--- config.mk ---
export PLATFORM = sky130hd
export DESIGN_NAME = ifu_fetch
export DESIGN_NICKNAME = d
export VERILOG_FILES = /design/src/rtl/ifu_pkg.sv /design/src/rtl/ifu_pc.sv /design/src/rtl/ifu_fetch.sv
export SDC_FILE = /design/constraint.sdc
export NUM_CORES = 1
export LEC_CHECK = 0
export ABC_CLOCK_PERIOD_IN_PS = 4900
export BUFFER_PORTS_ARGS = -buffer_cell sky130_fd_sc_hd__buf_4
export CORE_ASPECT_RATIO = 1.1
export CORE_MARGIN = 8
export CORE_UTILIZATION = 40
export CTS_CLUSTER_SIZE = 24
export DETAILED_ROUTE_END_ITERATION = 12
export GPL_TIMING_DRIVEN = 0
export PLACE_DENSITY = 0.67
export SLEW_MARGIN = 20
export SYNTH_ARGS = -nofsm -noshare
export SYNTH_HDL_FRONTEND = slang
export SYNTH_HIERARCHICAL = 1
export SYNTH_SLANG_ARGS = --single-unit
--- constraint.sdc ---
create_clock -name clk -period 4.9 [get_ports clk]
set_input_delay 1.47 -clock clk [delete_from_list [all_inputs] [get_ports clk]]
set_output_delay 1.47 -clock clk [all_outputs]
set_load 0.01 [all_outputs]
--- src/rtl/ifu_pkg.sv ---
// rtl/ifu_pkg.sv - shared types and constants for the LemonPC instruction fetch stage
package ifu_pkg;

    typedef enum logic [2:0] {
        IDLE,
        REQ,
        WAIT,
        OUT,
        HALT
    } state_t;

    localparam logic [31:0] NOP_INST         = 32'h0000_0013;
    localparam logic [31:0] EBREAK_INST      = 32'h0010_0073;
    localparam logic [63:0] DEFAULT_RESET_PC = 64'h8000_0000;

endpackage

--- src/rtl/ifu_pc.sv ---
// rtl/ifu_pc.sv - program counter register with hold / +4 / redirect next-PC selection
module ifu_pc
    import ifu_pkg::*;
#(
    parameter int              XLEN     = 64,
    parameter logic [XLEN-1:0] RESET_PC = XLEN'(DEFAULT_RESET_PC)
) (
    input  logic            clk,
    input  logic            rst_n,
    input  logic            advance,
    input  logic            load,
    input  logic [XLEN-1:0] target,
    output logic [XLEN-1:0] pc
);

    // Redirect targets are word aligned by dropping the two low bits.
    localparam logic [XLEN-1:0] ALIGN_MASK = ~XLEN'(3);

    always_ff @(posedge clk or negedge rst_n) begin
        if (!rst_n) begin
            pc <= RESET_PC;
        end else if (load) begin
            pc <= target & ALIGN_MASK;
        end else if (advance) begin
            pc <= pc + XLEN'(4);
        end
    end

endmodule

--- src/rtl/ifu_fetch.sv ---
// rtl/ifu_fetch.sv - instruction fetch stage; optional ebreak halt under IFU_EBREAK_HALT_EN
module ifu_fetch
    import ifu_pkg::*;
#(
    parameter int              XLEN     = 64,
    parameter logic [XLEN-1:0] RESET_PC = XLEN'(DEFAULT_RESET_PC)
) (
    input  logic            clk,
    input  logic            rst_n,
    output logic            imem_req_valid,
    input  logic            imem_req_ready,
    output logic [XLEN-1:0] imem_req_addr,
    input  logic            imem_rsp_valid,
    input  logic [31:0]     imem_rsp_data,
    input  logic            redirect_valid,
    input  logic [XLEN-1:0] redirect_pc,
    output logic            inst_valid,
    input  logic            inst_ready,
    output logic [31:0]     inst,
    output logic [XLEN-1:0] inst_pc,
    output logic            halted
);

    state_t          state;
    logic            drop;
    logic [XLEN-1:0] pc;
    logic            inst_fire;
    logic            halt_take;
    logic            redirect_live;
    logic            pc_load;
    logic            pc_advance;

    assign inst_fire     = (state == OUT) && inst_ready;
    assign redirect_live = redirect_valid && ((state == REQ) || (state == WAIT) || (state == OUT));

`ifdef IFU_EBREAK_HALT_EN
    assign halt_take = inst_fire && (inst == EBREAK_INST);
`else
    assign halt_take = 1'b0;
`endif

    // Halting on ebreak takes precedence over a coincident redirect.
    assign pc_load    = redirect_live && !halt_take;
    assign pc_advance = inst_fire && !redirect_valid && !halt_take;

    ifu_pc #(
        .XLEN     (XLEN),
        .RESET_PC (RESET_PC)
    ) u_pc (
        .clk     (clk),
        .rst_n   (rst_n),
        .advance (pc_advance),
        .load    (pc_load),
        .target  (redirect_pc),
        .pc      (pc)
    );

    assign imem_req_addr = pc;

    always_ff @(posedge clk or negedge rst_n) begin
        if (!rst_n) begin
            state          <= IDLE;
            drop           <= 1'b0;
            imem_req_valid <= 1'b0;
            inst_valid     <= 1'b0;
            inst           <= NOP_INST;
            inst_pc        <= RESET_PC;
        end else begin
            case (state)
                IDLE: begin
                    state          <= REQ;
                    imem_req_valid <= 1'b1;
                end
                REQ: begin
                    if (imem_req_ready) begin
                        state          <= WAIT;
                        imem_req_valid <= 1'b0;
                        drop           <= redirect_valid;
                    end
                end
                WAIT: begin
                    if (imem_rsp_valid) begin
                        // A response that is stale, or goes stale this cycle, is discarded.
                        if (drop || redirect_valid) begin
                            drop           <= 1'b0;
                            state          <= REQ;
                            imem_req_valid <= 1'b1;
                        end else begin
                            inst       <= imem_rsp_data;
                            inst_pc    <= pc;
                            inst_valid <= 1'b1;
                            state      <= OUT;
                        end
                    end else if (redirect_valid) begin
                        drop <= 1'b1;
                    end
                end
                OUT: begin
                    if (inst_ready) begin
                        inst_valid <= 1'b0;
                        if (halt_take) begin
                            state <= HALT;
                        end else begin
                            state          <= REQ;
                            imem_req_valid <= 1'b1;
                        end
                    end else if (redirect_valid) begin
                        inst_valid     <= 1'b0;
                        state          <= REQ;
                        imem_req_valid <= 1'b1;
                    end
                end
                HALT: begin
                    state <= HALT;
                end
                default: begin
                    state <= IDLE;
                end
            endcase
        end
    end

`ifdef IFU_EBREAK_HALT_EN
    always_ff @(posedge clk or negedge rst_n) begin
        if (!rst_n) begin
            halted <= 1'b0;
        end else if (halt_take) begin
            halted <= 1'b1;
        end
    end
`else
    assign halted = 1'b0;
`endif

endmodule

**After elaboration in Yosys (flattened, before gate mapping)**

Index checks and enable logic that the tools add are counted.

- Add/subtract/negate cells: 1
- Equality and inequality tests: 11
- Multiplexer cells: 23
- Bitwise logic cells: 1
- Reduce and logical (&&, ||, !) cells: 17

Operators with widths:

| kind | number |
|---|---|
| 2-to-1 mux 64 bit | 2 |
| adder 64 x 3 -> 64 bit, second input constant | 1 |
| case mux 3 bit (5 select lines) | 1 |
| 2-to-1 mux 1 bit | 12 |
| 2-to-1 mux 3 bit | 4 |
| AND reduction 4 bit | 2 |
| == test 3 x 2 -> 1 bit, second input constant | 2 |
| inequality test 2 bit, second input constant | 3 |
| inequality test 3 bit, second input constant | 2 |
| AND reduction 3 bit | 2 |
| nonzero test 2 bit | 3 |
| AND reduction 5 bit | 1 |
| case mux 1 bit (2 select lines) | 2 |
| case mux 1 bit (4 select lines) | 1 |
| nonzero test 4 bit | 1 |
| == test 3 x 1 -> 1 bit, second input constant | 1 |
| == test 3 bit, second input constant | 1 |
| logical AND 1 bit | 3 |
| logical NOT 3 bit | 1 |
| logical OR 1 bit | 3 |
| inequality test 3 x 2 -> 1 bit, second input constant | 1 |
| 2-to-1 mux 2 bit | 1 |
| inequality test 2 x 1 -> 1 bit, second input constant | 1 |
| logical NOT 1 bit | 1 |
| NOT 1 bit | 1 |

- Flip-flop bits (word level): 166
- Input port bits: 102
- Output and inout bits: 163
- Logic and storage cells: 60

**Logic depth before layout (Yosys ltp)**

Gate-level depths: netlist of run 1.

- Depth after elaboration: 5
- Gate-level depth with buffers: 9
- Gate-level depth less buffers: 7

**Modules after synthesis**

The synthesis of run 1 kept the hierarchy.

Modules (own cells, without submodules):

| module | times used | cells each | area an instance (um^2) | seq. area each (um^2) |
|---|---|---|---|---|
| ifu_fetch | 1 | 241 | 4040.1 | 2557.5 |
| ifu_pc | 1 | 429 | 3713.6 | 1552.7 |

**Worst setup path before layout of run 1**

No wires, ideal clock.

- Kind: input to register
- Start point: input redirect_valid
- End point: register u_pc.pc[55]
- Library setup time: 0.082 ns
- Arrival: 3.181 ns
- Setup slack: 1.637 ns
- Stages: 7
- Cell sequence: nor4b_1 -> buf_2 -> nand3_1 -> nor3_4 -> nand3_2 -> or4_1 -> a31oi_1

- Word-level cells in the longest chain between the ends: 3
- Elaborated cells between the ends (all ways): 5

RTL lines:

| what | line | text |
|---|---|---|
| start, declared | ifu_fetch.sv:15 | `input logic redirect_valid,` |
| logical NOT 1 bit | ifu_fetch.sv:44 | `assign pc_advance = inst_fire && !redirect_valid && !halt_take;` |
| logical AND 1 bit | ifu_fetch.sv:44 |  |
| nonzero test 2 bit (no line) | n/a |  |
| end signal, assigned | ifu_pc.sv:23 | `pc <= target & ALIGN_MASK;` |
| end signal, assigned | ifu_pc.sv:25 | `pc <= pc + XLEN'(4);` |
| end, declared | ifu_pc.sv:13 | `output logic [XLEN-1:0] pc` |

Parallel ways exist; a longest one is shown, timed or not.
A chain may end at the register's enable or synchronous reset.

**Final worst setup path of run 1**

- Start point: input redirect_valid
- End point: register u_pc.pc[39]

- Word-level cells in the longest chain between the ends: 3
- Elaborated cells between the ends (all ways): 5

RTL lines:

| what | line | text |
|---|---|---|
| logical NOT 1 bit | ifu_fetch.sv:44 |  |
| logical AND 1 bit | ifu_fetch.sv:44 |  |
| via pc_advance | ifu_fetch.sv:31 | `logic pc_advance;` |
| nonzero test 2 bit (no line) | n/a |  |

The timed path passes the listed nets, and every way through them passes these cells.

==> reports/metrics.cfg, run 1 <==
[run_status]
status=finished clean

[synthesis]
synthAdderAreaFrac=0.00161
syn_inst=670
synth_compound_area_frac=0.0725
synthXorXnorAreaFrac=0.0395
ys.flop_type=dfrtp_1
ys_async_sr_fraction=1.00
synth_seq_area_share=0.530
synth_edf_count=0
synth_top_family_by_area=simple AND/OR/NAND/NOR gates
yosys.area_share.simple=0.171
syn_area_um2=7750
synth-seq-cells=164
synthMuxAreaShare=0.156
ys.warnings.count=6
synth_area_per_cell_um2=11.6
ys_types=54

[worst_setup_path]
r2r_cells=9
cpPeakStageDelay_ns=0.50
path_class=in -> reg
start_kind=input pin
critPathSlowestCell=clkbuf_1
required_ns=5.18
cp_max_fo=10
cp_cell_sequence=buf_4 > nor4b_1 > buf_2 > nand3_1 > nor3_4 > clkbuf_1 > nand4_1 > o21ai_0 > a31oi_1
r2r_start=state[1]
r2r_slack_ns=1.80
crit_buf_inv=3
regToRegEndpoint=u_pc/pc[39]
cp.arrival_ns=3.89
end_kind=register
cpLargestDelayFamily=simple AND/OR/NAND/NOR gates

[floorplan]
design.die.area_um2=24100
ioPinCount=265
fp.dieW_um=149
core_area_um2=19000
std_cell_rows=53
dieHeight_um=162
initial_core_util=0.407

[layout]
instances_no_fill=1210
num_antenna_cells=0
drive_gt1_frac=0.443
synthToLayoutAreaGrowth_pct=37.1
fin_util=0.559
final_cell_mix=262 x buf_4, 159 x dfrtp_1, 68 x mux2_2
nets=1053
final_common_cell=buf_4
design_area_um2=10600
nFillCells=1729

[routing]
route.detailed.drc=0
initialDrtViolationCount=452
avgRoutedWirePerCell_um=19.8
firstDrtPassIters=5
vias_per_cell=5.30
routed_wl_mm=23.9
ant_nets=0
vias=6411

[hold_path]
worstHoldStart=inst_pc[4]
hold_depth=1
min_to=inst_pc[4]
min_path_type=reg -> reg

[timing]
relSlewSlack=0.515
fin_hold_ws_ns=0.505
finalSetupViolations=0
drv_slew=0
worst_pin_slew_ns=0.727
max_freq_ghz=0.277
tns_ns=0
period_share=0.737
clock_skew_ns=0.0107
setup_slack_ns=1.29
hold_viol_final=0
rsz0062_at_grt=no
period_needed_ns=3.61

[placement]
gp_congestion=0.806
dp.cells=1178
placed_area_um2=10000
hpwl_mm=17.9
pre_cts_slack_ns=0.882
port_buffers=259

[clock_network]
cts.sinks=164
clk_pin_slew_ns=0.07
cts-buffers-inserted=17
cts_tree=yes
post_cts_resized=0
postCtsSetupBuffers=0
cts_hold_buf=0
clk_path_buf_depth=2
clock_latency_ns=0.43
cts_root_buf=clkbuf_16
cts_max_level=4

[run]
cap_violations=0

[global_route]
grt_pass1_vias=6656
antenna_found_initial=0
overflow=0
grt_usage=0.199
grt_pass1_wl_mm=37.5
grt_max_degree=93

[power]
p_leak_nw=5.03
p_per_area_nw_per_um2=553
irDropWorstVdd_mv=0.253
total_power_mw=5.88

==> worst max-delay path by stage <==
stage / start / endpoint / slack [ns] / cells past startpoint
finish: redirect_valid / u_pc/pc[39] / 1.29 / 9
floorplan: redirect_valid / u_pc/pc[55] / 1.64 / 7
CTS: redirect_valid / u_pc/pc[39] / 1.31 / 9
global route: redirect_valid / u_pc/pc[39] / 1.13 / 9
detailed placement: redirect_valid / u_pc/pc[39] / 0.88 / 9
global placement: redirect_valid / u_pc/pc[39] / 0.83 / 9
==> cell type report <==
cell class              instances  area [µm²]  share of cell area
repair buffers                260        1980               0.186
clock inverters                15         161              0.0152
multi-input cells             466        3430               0.323
plain buffers                  35         194              0.0182
flip-flops and latches        164        4110               0.387
inverters                       6        22.5             0.00212
clock buffers                  17         425              0.0400
well taps                     247         309              0.0291
==> registers in the layout (all words and copies together), names as in the netlist <==
signal          cells
inst               32
imem_req_valid      1
drop                1
inst_pc            64
state               3
u_pc/pc            62
inst_valid          1
==> logic make-up (layout without fill, tap and decap cells) <==
kind of cell	Yosys count	count (layout)
fa+ha+maj	1	1
other cells	2	3
compound gates	97	97
xor+xnor	35	35
mux	98	98
buf+inv	41	333
flops	164	164
simple gates	232	232
==> cell usage after synthesis, drive strengths merged (2+ instances only) <==
cell type  instances  area, µm²
nor4               5       46.3
clkbuf            18       67.6
conb               2       7.51
nor3              10       81.3
and3              10       62.6
o31ai              7       52.6
o21ai             55        275
buf               17        126
and4               7       61.3
and2               4       25.0
nand3             23        120
nor2              42        158
nand2             55        206
xnor2              9       78.8
nand4b             2       32.5
xor2              26        228
or3               15       93.8
dfstp              5        131
inv                6       22.5
a31oi             27        169
o22a               2       17.5
or4                7       52.6
mux2              97       1200
nand4             42        314
dfrtp            159       3980
nand2b             3       18.8
==> power by group <==
group / internal [mW] / switching (mW)
sequential: 1.88 / 0.516
combinational: 1.19 / 0.969
clock: 0.683 / 0.636
==> per-layer routing <==
layer  track usage  vias to the layer above  part of all wire
li1              -                     3012                 -
met1         0.247                     3162              0.42
met2         0.323                      216              0.48
met3        0.0698                       21             0.088
met4        0.0519                        0             0.011
met5             0                        -                 0
(Power assumes the default switching activity.)
==> run 2, diff against run 1 <==
--- a/config.mk
+++ b/config.mk
@@ -5,7 +5,7 @@
 export SDC_FILE = /design/constraint.sdc
 export NUM_CORES = 1
 export LEC_CHECK = 0
-export ABC_CLOCK_PERIOD_IN_PS = 4900
+export ABC_CLOCK_PERIOD_IN_PS = 2900
 export BUFFER_PORTS_ARGS = -buffer_cell sky130_fd_sc_hd__buf_4
 export CORE_ASPECT_RATIO = 1.1
 export CORE_MARGIN = 8
@@ -13,7 +13,7 @@
 export CTS_CLUSTER_SIZE = 24
 export DETAILED_ROUTE_END_ITERATION = 12
 export GPL_TIMING_DRIVEN = 0
-export PLACE_DENSITY = 0.67
+export PLACE_DENSITY = 0.7
 export SLEW_MARGIN = 20
 export SYNTH_ARGS = -nofsm -noshare
 export SYNTH_HDL_FRONTEND = slang
==> constraint.sdc (replaced) <==
create_clock -name clk -period 2.9 [get_ports clk]
set_input_delay 0.87 -clock clk [delete_from_list [all_inputs] [get_ports clk]]
set_output_delay 0.87 -clock clk [all_outputs]
set_load 0.01 [all_outputs]
==> run 2 against run 1 <==
Net effect: worst setup slack worse by 1.1 ns; final cell count is 0.25% higher; largest power group unchanged; critical endpoint is now u_pc/pc[60]; die area did not move; first-iteration DRC count down 12%; power increased by 71%; utilization grew 0.48 points; worst hold slack worse by 0.063 ns; highest routed layer unchanged; final area grew 0.86%; non-clock buffer count up 3.
==> reports/metrics.cfg, run 2 (same netlist as run 1, synthesis figures left out) <==
[power]
p_per_area_nw_per_um2=936
p_clk_frac=0.230
irDropWorstVdd_mv=0.409
p_leak_nw=5.08
power.switching_mw=3.60
combPwrFrac=0.364
intPower_mw=6.44
sequentialPowerShare=0.406
swShare=0.359
total_power_mw=10.0

[layout]
synthToLayoutAreaGrowth_pct=38.3
largest_register_ff_count=64
num_antenna_cells=0
final_cell_mix=265 x buf_4, 157 x dfrtp_1, 68 x mux2_2
drive_gt1_frac=0.450
top_register=inst_pc
instances_no_fill=1213
nets=1056
final_common_cell=buf_4
top_regs=inst_pc (64), u_pc/pc (62), inst (32)

[floorplan]
ioPinCount=265
dieHeight_um=162
design.die.area_um2=24100
core_area_um2=19000
fp.dieW_um=149
std_cell_rows=53
initial_core_util=0.407

[clock_network]
cts_tree=yes
cts_root_buf=clkbuf_16
clk_path_buf_depth=2
cts_max_level=4
cts.sinks=164
clk_pin_slew_ns=0.07
clock_latency_ns=0.43
cts-buffers-inserted=17

[worst_setup_path]
cp.arrival_ns=3.06
start_kind=input pin
required_ns=3.24
end_kind=register
path_class=in -> reg
cp_max_fo=8

[routing]
top_layer=met4
firstDrtPassIters=4
routed_wl_mm=24.1
initialDrtViolationCount=398
route.detailed.drc=0
vias_per_cell=5.30
avgRoutedWirePerCell_um=19.8
dr_wl_met3_mm=2.00
ant_nets=0
drt-met1-wl_mm=9.95
vias=6426
dr_wl_met2_mm=11.7

[timing]
rsz0062_at_grt=no
relSlewSlack=0.516
drv_slew=0
finalSetupViolations=0
period_share=0.937
fin_hold_ws_ns=0.442
clock_skew_ns=0.0154
worst_pin_slew_ns=0.725
period_needed_ns=2.72
hold_viol_final=0
max_freq_ghz=0.368

[global_route]
grt_max_degree=93
grt_usage=0.200
overflow=0
grt_pass1_vias=6851
grt_pass1_wl_mm=38.0
antenna_found_initial=0

[placement]
hpwl_mm=18.0
port_buffers=259
gp_congestion=0.804
dp.cells=1178

[hold_path]
min_path_type=in -> async

[run_status]
status=finished clean

[run]
cap_violations=0

-- run 2: timing repair --
item / 4_1_cts / 5_1_grt
cloned: 0 / 0
setup buffers: 2 / 1
pin swaps: 2 / 2
resized for setup: 3 / 6
setup endpoints to repair: 15 / 10
hold buffers: 0 / 0
-- run 2: final timing paths --
kind                                start     endpoint  slack (ns)  cells past startpoint
max in group asynchronous           rst_n  inst_pc[31]        1.60                      2
max                        redirect_valid  u_pc/pc[60]        0.18                      9
max reg2reg                      state[2]  u_pc/pc[60]        0.21                      9
min                                 rst_n  inst_pc[54]        0.44                      1
min in group clk                 inst[15]     inst[15]        0.51                      1
min reg2reg                      inst[15]     inst[15]        0.51                      1
-- run 2: final cells by class --
type	count	area [µm²]
clock inverters	15	184
flip-flops and latches	164	4110
inverters	6	22.5
clock buffers	17	425
well taps	247	309
fillers	1685	8310
multi-input cells	466	3460
repair buffers	263	2010
plain buffers	35	198
-- run 2: power by group through the flow --
stage	clock, mW	combinational (mW)	sequential, mW
after floorplan	0	1.37	4.30
after global placement	0	3.64	4.05
after detailed placement	0	3.71	4.11
after CTS	2.37	3.72	4.08
after global routing	2.44	3.96	4.22
final	2.31	3.66	4.08
-- run 2: metal layers --
metal	vias to the layer above	track usage
met5	-	0
met4	0	0.0694
met3	22	0.0654
met2	212	0.326
met1	3175	0.245
li1	3017	-
-- run 2: stage by stage --
stage	util	instance area, µm²	TNS (ns)	worst slack [ns]
final	0.563	10700	0	0.182
after CTS	0.562	10700	0	0.0689
after global placement	0.526	10000	-14.66	-0.575
after global routing	0.563	10700	0	0.00710
after floorplan	-	7760	0	0.237
after detailed placement	0.528	10000	-11.39	-0.578
-- run 2: critical path, stage by stage --
cell and delay [ns]:
buf_4 0.14, nor4b_2 0.29, buf_4 0.21, nand4_1 0.24, nor3_4 0.27, buf_4 0.15, nand4_4 0.18, or4_1 0.55
a31oi_1 0.17
==> run 3, diff against run 2 <==
--- a/config.mk
+++ b/config.mk
@@ -9,11 +9,11 @@
 export BUFFER_PORTS_ARGS = -buffer_cell sky130_fd_sc_hd__buf_4
 export CORE_ASPECT_RATIO = 1.1
 export CORE_MARGIN = 8
-export CORE_UTILIZATION = 40
+export CORE_UTILIZATION = 46
 export CTS_CLUSTER_SIZE = 24
 export DETAILED_ROUTE_END_ITERATION = 12
 export GPL_TIMING_DRIVEN = 0
-export PLACE_DENSITY = 0.7
+export PLACE_DENSITY = 0.78
 export SLEW_MARGIN = 20
 export SYNTH_ARGS = -nofsm -noshare
 export SYNTH_HDL_FRONTEND = slang
==> run 3 against run 2 <==
Net effect: final area down 1.2%; register-to-register slack worse by 0.03 ns; critical path depth down 1; final cell count down 3.4%; die area down 12%; count of clock-buffer cells in the layout up 1; worst setup slack worse by 0.00058 ns; combinational power about the same; non-clock buffer count down 2.
==> reports/metrics.cfg, run 3 (same netlist as run 1, synthesis figures left out) <==
[run_status]
status=finished clean

[placement]
port_buffers=259
hpwl_mm=17.6
placed_area_um2=10000
gp_congestion=0.852

[routing]
route.detailed.drc=0
ant_nets=0
firstDrtPassIters=4
initialDrtViolationCount=392
routed_wl_mm=23.4
vias=6445
vias_per_cell=5.50
avgRoutedWirePerCell_um=20.0

[timing]
period_share=0.937
max_freq_ghz=0.368
finalSetupViolations=0
drv_slew=0
fin_hold_ws_ns=0.415
tns_ns=0
period_needed_ns=2.72
relSlewSlack=0.595
clock_skew_ns=0.00833
hold_viol_final=0
worst_pin_slew_ns=0.608
rsz0062_at_grt=yes

[power]
swShare=0.357
irDropWorstVdd_mv=0.517
p_per_area_nw_per_um2=931
intPower_mw=6.34
total_power_mw=9.86
p_clk_frac=0.217
p_leak_nw=5.04
power.switching_mw=3.52
combPwrFrac=0.371
sequentialPowerShare=0.412

[worst_setup_path]
r2r_start=state[2]
cpPeakStageDelay_ns=0.43
start_kind=register
regToRegEndpoint=u_pc/pc[58]
critPathSlowestCell=or3_1
cp_cell_sequence=clkbuf_1 > nor4b_1 > buf_4 > nand4_1 > nor4_1 > nand3_1 > or3_1 > a31oi_1
cpLargestDelayFamily=simple AND/OR/NAND/NOR gates
crit_buf_inv=2
end_kind=register
cp.arrival_ns=3.06
cp_max_fo=10
required_ns=3.24
r2r_cells=8
path_class=reg -> reg
r2r_slack_ns=0.18

[layout]
drive_gt1_frac=0.447
design_area_um2=10600
final_cell_mix=263 x buf_4, 157 x dfrtp_1, 68 x mux2_2
num_antenna_cells=0
top_regs=inst_pc (64), u_pc/pc (62), inst (32)
top_register=inst_pc
final_common_cell=buf_4
largest_register_ff_count=64
fin_util=0.632
nFillCells=1368
nets=1054
synthToLayoutAreaGrowth_pct=36.7

[run]
cap_violations=0

[clock_network]
cts_hold_buf=0
clk_path_buf_depth=2
clock_latency_ns=0.42
cts-buffers-inserted=17
cts_max_level=4
cts_root_buf=clkbuf_16
cts_tree=yes
clk_pin_slew_ns=0.07
cts.sinks=164

[floorplan]
fp.dieW_um=140
design.die.area_um2=21300
initial_core_util=0.462
dieHeight_um=152
core_area_um2=16800
ioPinCount=265
std_cell_rows=50

[global_route]
antenna_found_initial=0
grt_pass1_vias=6621
grt_usage=0.218
grt_pass1_wl_mm=37.0
grt_max_degree=85
overflow=0

[hold_path]
min_path_type=in -> async

-- run 3: worst max-delay path by stage --
stage	start	end	depth (start not counted)
floorplan	redirect_valid	u_pc/pc[55]	7
global placement	redirect_valid	u_pc/pc[39]	9
detailed placement	redirect_valid	u_pc/pc[39]	9
CTS	state[0]	u_pc/pc[39]	9
global route	state[2]	u_pc/pc[62]	8
finish	state[2]	u_pc/pc[58]	8
-- run 3: stage by stage --
step	setup WS [ns]	instances
floorplan	0.237	671
global placement	-0.449	1138
detailed placement	-0.483	1139
CTS	0.0413	1171
global route	-0.0263	1172
finish	0.182	1172
-- run 3: power groups by stage --
stage	Clock, mW	Combinational [mW]	Sequential (mW)
after floorplan	0	1.37	4.30
after global placement	0	3.62	4.04
after detailed placement	0	3.70	4.09
after CTS	2.19	3.70	4.06
after global routing	2.28	3.94	4.20
final	2.14	3.66	4.06
-- run 3: final cells by class --
| class | instances | area (µm²) | share of cell area |
|---|---|---|---|
| sequential | 164 | 4110 | 0.388 |
| multi-input combinational | 466 | 3450 | 0.325 |
| inverter | 6 | 22.5 | 0.00212 |
| clock inverter | 14 | 121 | 0.0115 |
| clock buffer | 18 | 439 | 0.0414 |
| timing repair buffer | 261 | 2000 | 0.189 |
| tap | 208 | 260 | 0.0246 |
| buffer | 35 | 198 | 0.0187 |
-- run 3: repair_timing --
item | 4_1_cts | 5_1_grt
resized for setup | 1 | 5
setup endpoints to repair | 3 | 15
pin swaps | 1 | 1
setup buffers | 0 | 1
-- run 3: layer usage --
metal / track usage / up-vias / wire length, µm
met5: 0 / - / 0
met4: 0.0580 / 0 / 310
met3: 0.0793 / 24 / 1930
met2: 0.362 / 252 / 11600
met1: 0.263 / 3156 / 9630
li1: - / 3013 / -
-- run 3: worst reg2reg max path, stage by stage, from the launching register on --
cell and delay (ns):
dfrtp_1 0.37, clkbuf_1 0.20, nor4b_1 0.34, buf_4 0.21, nand4_1 0.22, nor4_1 0.42
nand3_1 0.29, or3_1 0.43, a31oi_1 0.16
